File: config.mk
export PLATFORM = sky130hd
export DESIGN_NAME = lzd_seq_norm
export DESIGN_NICKNAME = d
export VERILOG_FILES = /design/src/rtl/lzd_seq_norm.sv
export SDC_FILE = /design/constraint.sdc
export NUM_CORES = 1
export LEC_CHECK = 0
export ABC_AREA = 1
export CAP_MARGIN = 20
export CORE_MARGIN = 10
export CORE_UTILIZATION = 33
export CTS_CLUSTER_DIAMETER = 200
export DETAILED_ROUTE_END_ITERATION = 8
export HOLD_SLACK_MARGIN = 0.06
export PLACE_DENSITY = 0.6
export SLEW_MARGIN = 0
export SYNTH_ARGS = -nofsm -noshare
export SYNTH_HDL_FRONTEND = slang
export SYNTH_SLANG_ARGS = --single-unit
File: constraint.sdc
create_clock -name clk -period 3 [get_ports clk]
set_input_delay 0.6 -clock clk [delete_from_list [all_inputs] [get_ports clk]]
set_output_delay 0.6 -clock clk [all_outputs]
set_load 0.01 [all_outputs]
File: src/rtl/lzd_seq_norm.sv
// rtl/lzd_seq_norm.sv - sequential chunked leading-zero detector and normalizer
// Scans the operand MSB chunk first, one CHUNK-bit LZD per cycle, then shifts in a separate cycle.
module lzd_seq_norm #(
  parameter int WIDTH = 64,
  parameter int CHUNK = 16
) (
  input  logic                     clk,
  input  logic                     reset,
  input  logic                     in_valid,
  output logic                     in_ready,
  input  logic [WIDTH-1:0]         in_data,
  output logic                     out_valid,
  input  logic                     out_ready,
  output logic [$clog2(WIDTH)-1:0] out_zp,
  output logic                     out_zv,
  output logic [WIDTH-1:0]         out_norm,
  output logic                     busy
);

  localparam int NCH   = WIDTH / CHUNK;
  localparam int CNT_W = $clog2(WIDTH);
  localparam int LZ_W  = $clog2(CHUNK);
  localparam int IDX_W = (NCH > 1) ? $clog2(NCH) : 1;

  typedef enum logic [1:0] {IDLE, SCAN, SHIFT, DONE} state_t;

  state_t             state_q, state_d;
  logic [WIDTH-1:0]   data_q, data_d;
  logic [IDX_W-1:0]   idx_q, idx_d;
  logic [CNT_W-1:0]   cnt_q, cnt_d;
  logic [CNT_W-1:0]   zp_q, zp_d;
  logic               zv_q, zv_d;
  logic [WIDTH-1:0]   norm_q, norm_d;

  logic [CHUNK-1:0]   chunk;
  logic [LZ_W-1:0]    chunk_lz;

  always_comb begin
    chunk = '0;
    for (int i = 0; i < NCH; i++) begin
      if (idx_q == IDX_W'(i)) chunk = data_q[WIDTH-1-i*CHUNK -: CHUNK];
    end
  end

  // Highest set bit wins since later iterations overwrite earlier ones.
  always_comb begin
    chunk_lz = '0;
    for (int i = 0; i < CHUNK; i++) begin
      if (chunk[i]) chunk_lz = LZ_W'(CHUNK - 1 - i);
    end
  end

  always_comb begin
    state_d = state_q;
    data_d  = data_q;
    idx_d   = idx_q;
    cnt_d   = cnt_q;
    zp_d    = zp_q;
    zv_d    = zv_q;
    norm_d  = norm_q;
    case (state_q)
      IDLE: begin
        if (in_valid) begin
          data_d  = in_data;
          idx_d   = '0;
          cnt_d   = '0;
          state_d = SCAN;
        end
      end
      SCAN: begin
        if (chunk != '0) begin
          cnt_d   = cnt_q + CNT_W'(chunk_lz);
          state_d = SHIFT;
        end else if (idx_q == IDX_W'(NCH - 1)) begin
          zp_d    = '0;
          zv_d    = 1'b0;
          norm_d  = '0;
          state_d = DONE;
        end else begin
          cnt_d = cnt_q + CNT_W'(CHUNK);
          idx_d = idx_q + IDX_W'(1);
        end
      end
      SHIFT: begin
        norm_d  = data_q << cnt_q;
        zp_d    = cnt_q;
        zv_d    = 1'b1;
        state_d = DONE;
      end
      DONE: begin
        if (out_ready) state_d = IDLE;
      end
      default: state_d = IDLE;
    endcase
  end

  always_ff @(posedge clk) begin
    if (reset) begin
      state_q <= IDLE;
      data_q  <= '0;
      idx_q   <= '0;
      cnt_q   <= '0;
      zp_q    <= '0;
      zv_q    <= 1'b0;
      norm_q  <= '0;
    end else begin
      state_q <= state_d;
      data_q  <= data_d;
      idx_q   <= idx_d;
      cnt_q   <= cnt_d;
      zp_q    <= zp_d;
      zv_q    <= zv_d;
      norm_q  <= norm_d;
    end
  end

  assign in_ready  = (state_q == IDLE);
  assign out_valid = (state_q == DONE);
  assign busy      = (state_q != IDLE);
  assign out_zp    = zp_q;
  assign out_zv    = zv_q;
  assign out_norm  = norm_q;

endmodule

==> flow_metrics.tcl <==
set metrics [dict create \
    status "complete, but fails checks" \
    violations "negative setup slack" \
    ant_nets 0 \
    die-height_um 192 \
    dieArea_um2 36700 \
    pin_count 142 \
    cp_slowest_stage_delay_ns 0.38 \
    worstSkewPairLatency_ns 0.44 \
    worst-r2r-setup-slack_ns -0.18 \
    finalNetCount 1847 \
    grt_max_degree 86 \
    cts_buffer_depth 2 \
    grt_pass1_vias 10400 \
    crit_top_cell "nand2_1" \
    ir_drop_v 0.000472 \
    max_slew_margin_pct 43.4 \
    drt-wirelength-per-cell_um 17.8 \
    synth-seq-area-share_pct 29.9 \
    diodes 0 \
    finalSetupViolations 4 \
    dr.pass1.iters 5 \
    yosysMostFrequentCell "nand2_1" \
    drive_above_1_share_pct 13.0 \
    yosys-top-cells-count "501 x nand2_1, 232 x o21ai_0, 166 x nor2_1, 150 x a21oi_1, 145 x dfxtp_1" \
    critPathMaxFanout 7 \
    clock_sinks 145 \
    place_congestion 0.945 \
    tightest_slew_ns 0.849 \
    syn_avg_cell_area_um2 6.00 \
    cp-endpoint "cnt_q[4]" \
    start_util_pct 33.7 \
    cts-root-buf "clkbuf_16" \
    worst_path_max_delay_cell "dfxtp_4" \
    cts_tree "built" \
    worstSetupStartpoint "idx_q[1]" \
    start_kind "flip-flop" \
    wirelength_mm 38.5 \
    leakagePower_nw 5.30 \
    hold_viol 0 \
    hold_class "flip-flop to flip-flop" \
    synth-main-ff-cell "dfxtp_1" \
    reg2reg_from "idx_q[1]" \
    die_width_um 192 \
    vias 11000 \
    row_count 62 \
    period_minus_slack_ns 3.18 \
    whs_ns 0.463 \
    core_area_um2 28900 \
    drt-initial-drc-count 944 \
    syn_inst 1619 \
    yosysTopAreaCellShare_pct 29.9 \
    netlist_top_cells_area "dfxtp_1 30%, nand2_1 19%, o21ai_0 12%, a21oi_1 7.7%, nor2_1 6.4%" \
    synth_edf_count 0 \
    fin_ws_ns -0.185 \
    tns_ns -0.531 \
    yosys_warnings 0 \
    cap_violations 0 \
    yosys.area.top_type "dfxtp_1" \
    grt_pass1_wl_mm 58.7 \
    via_per_inst 5.11 \
    area_growth_pct 34.5 \
    htreeDepth 4 \
    rsz0062_at_grt "yes" \
    syn_area_um2 9720 \
    ys_ff_latch 145 \
    hold_buffers 0 \
    r2r.worst_path.cells 29 \
    hpwl_mm 29.3 \
    clk_pin_slew_worst_paths_ns 0.07 \
    finalCritPeriodShare_pct 106 \
    antenna_found_initial 0 \
    synth.distinct_cells 40 \
    drc 0 \
    endpoint_kind "flip-flop" \
    pre_cts_ws_ns -0.432 \
    p_per_area_nw_per_um2 890 \
    total_power_mw 11.6 \
    grt_overflow 0 \
    critPathKind "flip-flop to flip-flop" \
    skew_ns 0.00884 \
    fmax_mhz 314 \
    cts_buffers 17 \
    io_buffers 141 \
    drv_slew 0 \
    cp.required_ns 3.37 \
    synth_nets 1700 \
    grt_usage_pct 20.2 \
    r2r-end "cnt_q[4]" \
    async_flop_share_pct 0 \
    whs_path_depth 2 \
    crit_arrival_ns 3.55 \
]
==> how the worst min path moves through the flow <==
stage	startpoint	slack [ns]	to
floorplan	data_q[63]	0.44	data_q[63]
global placement	out_norm[37]	0.45	out_norm[37]
detailed placement	out_norm[5]	0.45	out_norm[5]
CTS	out_norm[42]	0.46	out_norm[42]
global route	out_norm[42]	0.48	out_norm[42]
finish	out_norm[42]	0.46	out_norm[42]
==> final cells by class <==
class	instances	area (µm²)
clock inverters	14	186
clock buffers	18	439
flip-flops and latches	145	2920
multi-input cells	1282	6260
fillers	3091	15800
repair buffers	254	2530
inverters	66	256
well taps	384	480
==> logic make-up after synthesis <==
kind of cell	after synthesis	share of synthesized area (%)
muxes	29	2.99
AOI/OAI and AO/OA	441	23.8
DFF	145	29.9
and+or+nand+nor	795	33.0
xor gates and xnor gates	4	0.361
buffers and inverters	192	8.27
adders and majority gates	13	1.75
==> power breakdown <==
part,internal [mW],leakage [nW],switching [mW]
clock network,1.30,0.304,1.04
registers,2.23,1.19,0.321
logic,2.47,3.81,4.27
==> state kept, by name, summed over array words and instances (netlist names) <==
signal    count
data_q       64
out_norm     64
cnt_q         6
out_zp        6
idx_q         2
state_q       2
out_zv        1
==> metal layers <==
metal	track usage, %	vias up	share of wire [%]
met5	0	-	0
met4	6.43	0	2.5
met3	3.50	50	5.2
met2	33.4	310	47
met1	26.2	5059	45
li1	-	5630	-
==> stage by stage <==
step / instance area [µm²] / utilization, % / instances
floorplan: 9750 / - / 1619
global placement: 11900 / 41.3 / 2112
detailed placement: 11900 / 41.3 / 2112
CTS: 12700 / 44.0 / 2149
global route: 13100 / 45.3 / 2163
finish: 13100 / 45.3 / 2163
==> critical path, delay by kind of cell (launching register included) <==
kind,cells,cell delay [ns]
AOI/OAI and AO/OA,5,0.45
DFF,1,0.38
buffers and inverters,2,0.18
adders and majority gates,3,0.72
and+or+nand+nor,18,1.22
xor gates and xnor gates,1,0.16
==> timing repair <==
item	4_1_cts	5_1_grt
pin swaps	9	18
cloned	0	6
setup endpoints to repair	51	81
buffers inserted	5	8
hold endpoints to repair	0	0
gates resized for setup	33	45
==> cell usage in the layout (no fill, tap or decap), types with 4 or more instances in the layout <==
cell             netlist  routed
clkbuf_16              0      22
ha_1                  12       5
o211ai_1              13      13
clkinv_1               7       6
nand2_1              501     498
a21oi_1              150     136
nand3_2                0      10
a21oi_2                1      15
inv_1                 56      54
mux2i_1               29      29
nand3_1               95      85
o21ai_0              232     219
buf_4                  3      86
o21bai_1               6       6
nand4_1                4       4
nand2_2                2       5
buf_6                  6       9
ha_4                   0       6
buf_12                 0      12
nor2_1               166     162
dfxtp_1              145     137
o21ai_1               14      24
or2_2                 18      17
nor3_1                 5       5
dfxtp_2                0       6
inv_6                  0       6
a31oi_1                8       7
clkdlybuf4s50_1        0     140
nor2_2                 0       4
Power figures use the tool's default switching activity.
